`config.mk`:
```
export PLATFORM = sky130hd
export DESIGN_NAME = piso_serializer
export DESIGN_NICKNAME = d
export VERILOG_FILES = /design/src/rtl/piso_serializer.sv
export SDC_FILE = /design/constraint.sdc
export NUM_CORES = 1
export LEC_CHECK = 0
export ABC_AREA = 1
export BUFFER_PORTS_ARGS = -buffer_cell sky130_fd_sc_hd__buf_4
export CAP_MARGIN = 0
export CELL_PAD_IN_SITES_DETAIL_PLACEMENT = 0
export CELL_PAD_IN_SITES_GLOBAL_PLACEMENT = 1
export CORE_MARGIN = 2
export CORE_UTILIZATION = 37
export DETAILED_ROUTE_END_ITERATION = 16
export PLACE_DENSITY_LB_ADDON = 0.1
export SLEW_MARGIN = 0
export SYNTH_ARGS = -nofsm -noshare
export SYNTH_HDL_FRONTEND = slang
export SYNTH_SLANG_ARGS = --single-unit
```
`constraint.sdc`:
```
create_clock -name clk -period 2.9 [get_ports clk]
set_clock_uncertainty 0.15 [all_clocks]
set_input_delay 0.725 -clock clk [delete_from_list [all_inputs] [get_ports clk]]
set_output_delay 0.725 -clock clk [all_outputs]
set_load 0.02 [all_outputs]
```
`src/rtl/piso_serializer.sv`:
```
// Parallel-in/serial-out stage feeding the serial sequence detector.
// Words stream back-to-back with sof/eof strobes on first/last bit.
module piso_serializer #(
  parameter int DATA_W    = 8,
  parameter bit MSB_FIRST = 1'b1
) (
  input  logic              clk,
  input  logic              reset_n,
  input  logic              in_valid,
  input  logic [DATA_W-1:0] in_data,
  output logic              in_ready,
  output logic              x,
  output logic              x_valid,
  output logic              sof,
  output logic              eof
);

  localparam logic [0:0] IDLE  = 1'b0;
  localparam logic [0:0] SHIFT = 1'b1;

  localparam int CW = (DATA_W > 2) ? $clog2(DATA_W) : 1;
  localparam logic [CW-1:0] LAST = CW'(DATA_W - 1);

  logic [0:0]        state;
  logic [DATA_W-1:0] sreg;
  logic [CW-1:0]     bit_cnt;
  logic              last;
  logic              xfer;

  function automatic logic head(input logic [DATA_W-1:0] v);
    head = MSB_FIRST ? v[DATA_W-1] : v[0];
  endfunction

  function automatic logic [DATA_W-1:0] adv(
    input logic [DATA_W-1:0] v
  );
    adv = MSB_FIRST ? (v << 1) : (v >> 1);
  endfunction

  assign last     = (state == SHIFT) && (bit_cnt == LAST);
  assign in_ready = reset_n && ((state == IDLE) || last);
  assign xfer     = in_valid && in_ready;

  // x holds the current bit; sreg holds the bits still to come
  always_ff @(posedge clk) begin
    if (!reset_n) begin
      state   <= IDLE;
      sreg    <= '0;
      bit_cnt <= '0;
      x       <= 1'b0;
      x_valid <= 1'b0;
      sof     <= 1'b0;
      eof     <= 1'b0;
    end else if (xfer) begin
      state   <= SHIFT;
      sreg    <= adv(in_data);
      bit_cnt <= '0;
      x       <= head(in_data);
      x_valid <= 1'b1;
      sof     <= 1'b1;
      eof     <= 1'b0;
    end else if ((state == SHIFT) && !last) begin
      sreg    <= adv(sreg);
      bit_cnt <= bit_cnt + CW'(1);
      x       <= head(sreg);
      sof     <= 1'b0;
      eof     <= ((bit_cnt + CW'(1)) == LAST);
    end else begin
      state   <= IDLE;
      sreg    <= '0;
      bit_cnt <= '0;
      x       <= 1'b0;
      x_valid <= 1'b0;
      sof     <= 1'b0;
      eof     <= 1'b0;
    end
  end

endmodule

```
# After elaboration in Yosys (flattened, before gate mapping)
# Cells that the tools add are included.
# classes
eq_ne	3
n_mux	7
addsub	1
reduce_logical	8
bitwise	3
# ops
cell	count
$mux W8	2
$eq A3 B3 Y1 const B	2
$mux W1	5
$logic_and A1 B1 Y1	4
$add A3 B1 Y3 const B	1
$not A1 Y1	3
$reduce_or A3 Y1	1
$ne A2 B2 Y1 const B	1
$reduce_or A2 Y1	1
$logic_not A1 Y1	1
$logic_or A1 B1 Y1	1
# totals
inputBits	11
regBits	15
output_inout_bits	5

# Longest topological paths before layout
# depth
word_depth	6
depth_mapped	6
ltp_nobuf	6

# Worst setup path after synthesis
# Ideal clock, no wire load.
# synth_path
kind	input-to-output
from	input reset_n
to	output in_ready
path_buffers	1
t_arrival_ps	1221
cell_stages	3
setup_slack_ps	804
path_cell_list	buf_4 -> inv_1 -> nor2_1
# synth_between
elab_chain_cells	1
# synth_lines
element	line	text
start, declared	8	input logic reset_n,
$logic_and A1 B1 Y1	41	assign in_ready = reset_n && ((state == IDLE) || last);
end, declared	11	output logic in_ready,
# Every way passes these cells.

# Worst setup path after layout
# layout_path
from	register bit_cnt[0]
to	output in_ready
# layout_between
elab_chain_cells	4
# layout_lines
element	line	text
start, declared	26	logic [CW-1:0] bit_cnt;
start signal, assigned	64	bit_cnt <= bit_cnt + CW'(1);
$eq A3 B3 Y1	40	assign last = (state == SHIFT) && (bit_cnt == LAST);
$logic_and A1 B1 Y1	40	
$logic_or A1 B1 Y1	41	
$logic_and A1 B1 Y1	41	
# Every way passes these cells.

==> results.yml <==
route:
  drtPass1Iterations: 4
  num_vias: 419
  drt_wl_total_um: 914
  drtAntennaViolNets: 0
  via_per_inst: 4.554
  first_iter_violations: 7
  routedWlPerCell_um: 9.935
  drc: 0
sta:
  maxSlewHeadroom: 0.7259
  worstMarginPinSlew_ns: 0.4106
  rsz0062_at_grt: "no"
  fin_ws_ns: 0.6151
  drv_slew: 0
  final_hold_viol_count: 0
  fmax_ghz: 0.4376
  fin_crit_sh: 0.7879
  period_minus_slack_ns: 2.285
  finalSetupTns_ns: 0
  finalSetupViolCount: 0
floorplan:
  ios: 16
  die_w_um: 42.40
  placementRows: 13
  die_h_um: 42.40
  core_area_um2: 1334
  fp.dieArea_um2: 1797
  start_util: 0.4090
yosys:
  synth_cell_types: 15
  syn-mean-instance-area_um2: 9.092
  synth_flop_cell: "dfxtp_1"
  yosysWarnings: 0
  synth_top_area_share: 0.5138
  synth_largest_area_cell: "dfxtp_1"
  synthCells: 60
  synthArstFlopShare: 0
  synth.area.top_cells: "dfxtp_1, nand4_1, ha_1, nand3_1, nand2_1"
  synth-seq-cells: 14
  synth_edf_count: 0
  synth_nets: 74
  seq_area_frac_synth: 0.5138
  netlist_top_cells_count: "dfxtp_1, nand2_1, nand3_1, nand4_1, nor2_1"
  syn_area_um2: 545.5
  yosysMostFrequentCell: "dfxtp_1"
power:
  ir_drop_uv: 279.7
  p_leak_uw: 0.0003562
  power.density_nw_per_um2: 562.1
worst_setup_path:
  setup.worst_path.end: "in_ready"
  cp.arrival_ns: 1.41
  required_ns: 2.03
  rrSetupSlack_ns: 1.45
  crit_start: "bit_cnt[0]"
  crit_fanout: 4
  cp-start-kind: "flip-flop"
  path_class: "reg2out"
  r2r_end: "sreg[2]"
  reg2reg_depth: 6
  worst_setup_path_end_kind: "output pin"
  r2r_start: "bit_cnt[0]"
clocking:
  insertion_delay_ns: 0.27
  cts_resized: 0
  clkSlewWorstSetupHoldPaths_ns: 0.09
  cts_tree: "done"
  clockBufferDepth: 2
  root_buffer: "clkbuf_4"
  cts_made_buffers: 3
  h-tree-depth: 1
  cts.sinks: 14
  cts_hold_buf: 0
  cts_setup_buffers: 0
place:
  post-place-ws_ns: 0.8374
  hpwl_um: 669.7
  gp_congestion: 0.6512
  numPortBuffers: 15
layout:
  syn_to_final_growth_pct: 27.29
  drive_above_1_share: 0.3377
  fin_nets: 92
  diodes: 0
  fill_cells: 133
global_route:
  grt_usage: 0.1119
  grt_max_degree: 11
  overflow: 0
  grt_pass1_vias: 349
  antenna_found_initial: 0
  grt_pass1_wl_um: 1518
run_status:
  status: "complete, no violations"
job:
  max-cap-violations: 0
min_path:
  hp-start: "bit_cnt[0]"
  hp-class: "reg2reg"
[power breakdown]
part	total, uW	switching, uW	internal [uW]
sequential	208	6.70	201
clock	139	62.6	76.3
combinational	43.9	23.3	20.6
total	390	92.6	298
[critical path, stage by stage (launching register included)]
cell and delay (ns):
dfxtp_1 0.33, ha_1 0.20, ha_1 0.23, nor2_4 0.17, nor2_1 0.05, buf_4 0.15
[layout by cell type (no fill, tap or decap)]
master,count
nor2_1,6
nand2_1,9
clkbuf_8,1
nor2_4,1
nor3_1,1
inv_2,2
nand2_2,1
dfxtp_1,14
nand4_1,7
inv_1,4
nand3_1,7
inv_4,1
buf_4,15
ha_1,3
clkbuf_4,3
nand2_4,2
[kinds of logic (layout without fill, tap and decap cells)]
family                   Yosys count  in the layout  synth area share
adder cells (fa/ha/maj)            3              3           0.06881
buffers and inverters              9             26           0.08716
flip-flops                        14             14            0.5138
AND/OR/NAND/NOR                   34             34            0.3303
[area by class of cell]
cell class              instances  area (um^2)  share of cell area
multi-input cells              37        217.7              0.3135
well taps                      15        18.77             0.02703
flip-flops and latches         14        280.3              0.4036
clock buffers                   4        36.28             0.05225
inverters                       7        28.78             0.04144
repair buffers                 15        112.6              0.1622
[how the worst min path moves through the flow]
stage                     depth (start not counted)         end
after floorplan                                   1  bit_cnt[0]
after global placement                            1  bit_cnt[0]
after detailed placement                          1  bit_cnt[0]
after CTS                                         1  bit_cnt[0]
after global routing                              2     sreg[7]
final                                             1  bit_cnt[0]
[sequential cells by signal, summed over array words and instances, names as in the netlist]
name,count
bit_cnt,3
eof,1
sof,1
sreg,7
state,1
x,1
[layer usage]
metal  up-vias  part of all wire  GRT usage
met5         -                 0          0
met4         0             0.015    0.07500
met3         2             0.074    0.03017
met2        12              0.38     0.1415
met1       174              0.53     0.1609
li1        231                 -          -
[stage by stage]
step | area [um^2] | hold WS (ns) | std cells | util | total power (uW)
final | 694.4 | 0.2977 | 92 | 0.5206 | 390.3
after global routing | 694.4 | 0.3277 | 92 | 0.5206 | 405.5
after CTS | 694.4 | 0.3020 | 92 | 0.5206 | 394.7
after detailed placement | 658.1 | 0.2853 | 88 | 0.4934 | 256.6
after global placement | 658.1 | 0.2819 | 88 | 0.4934 | 256.5
after floorplan | 545.5 | 0.2673 | 60 | - | 239.0
No activity file was read; power rests on OpenSTA's default activity.
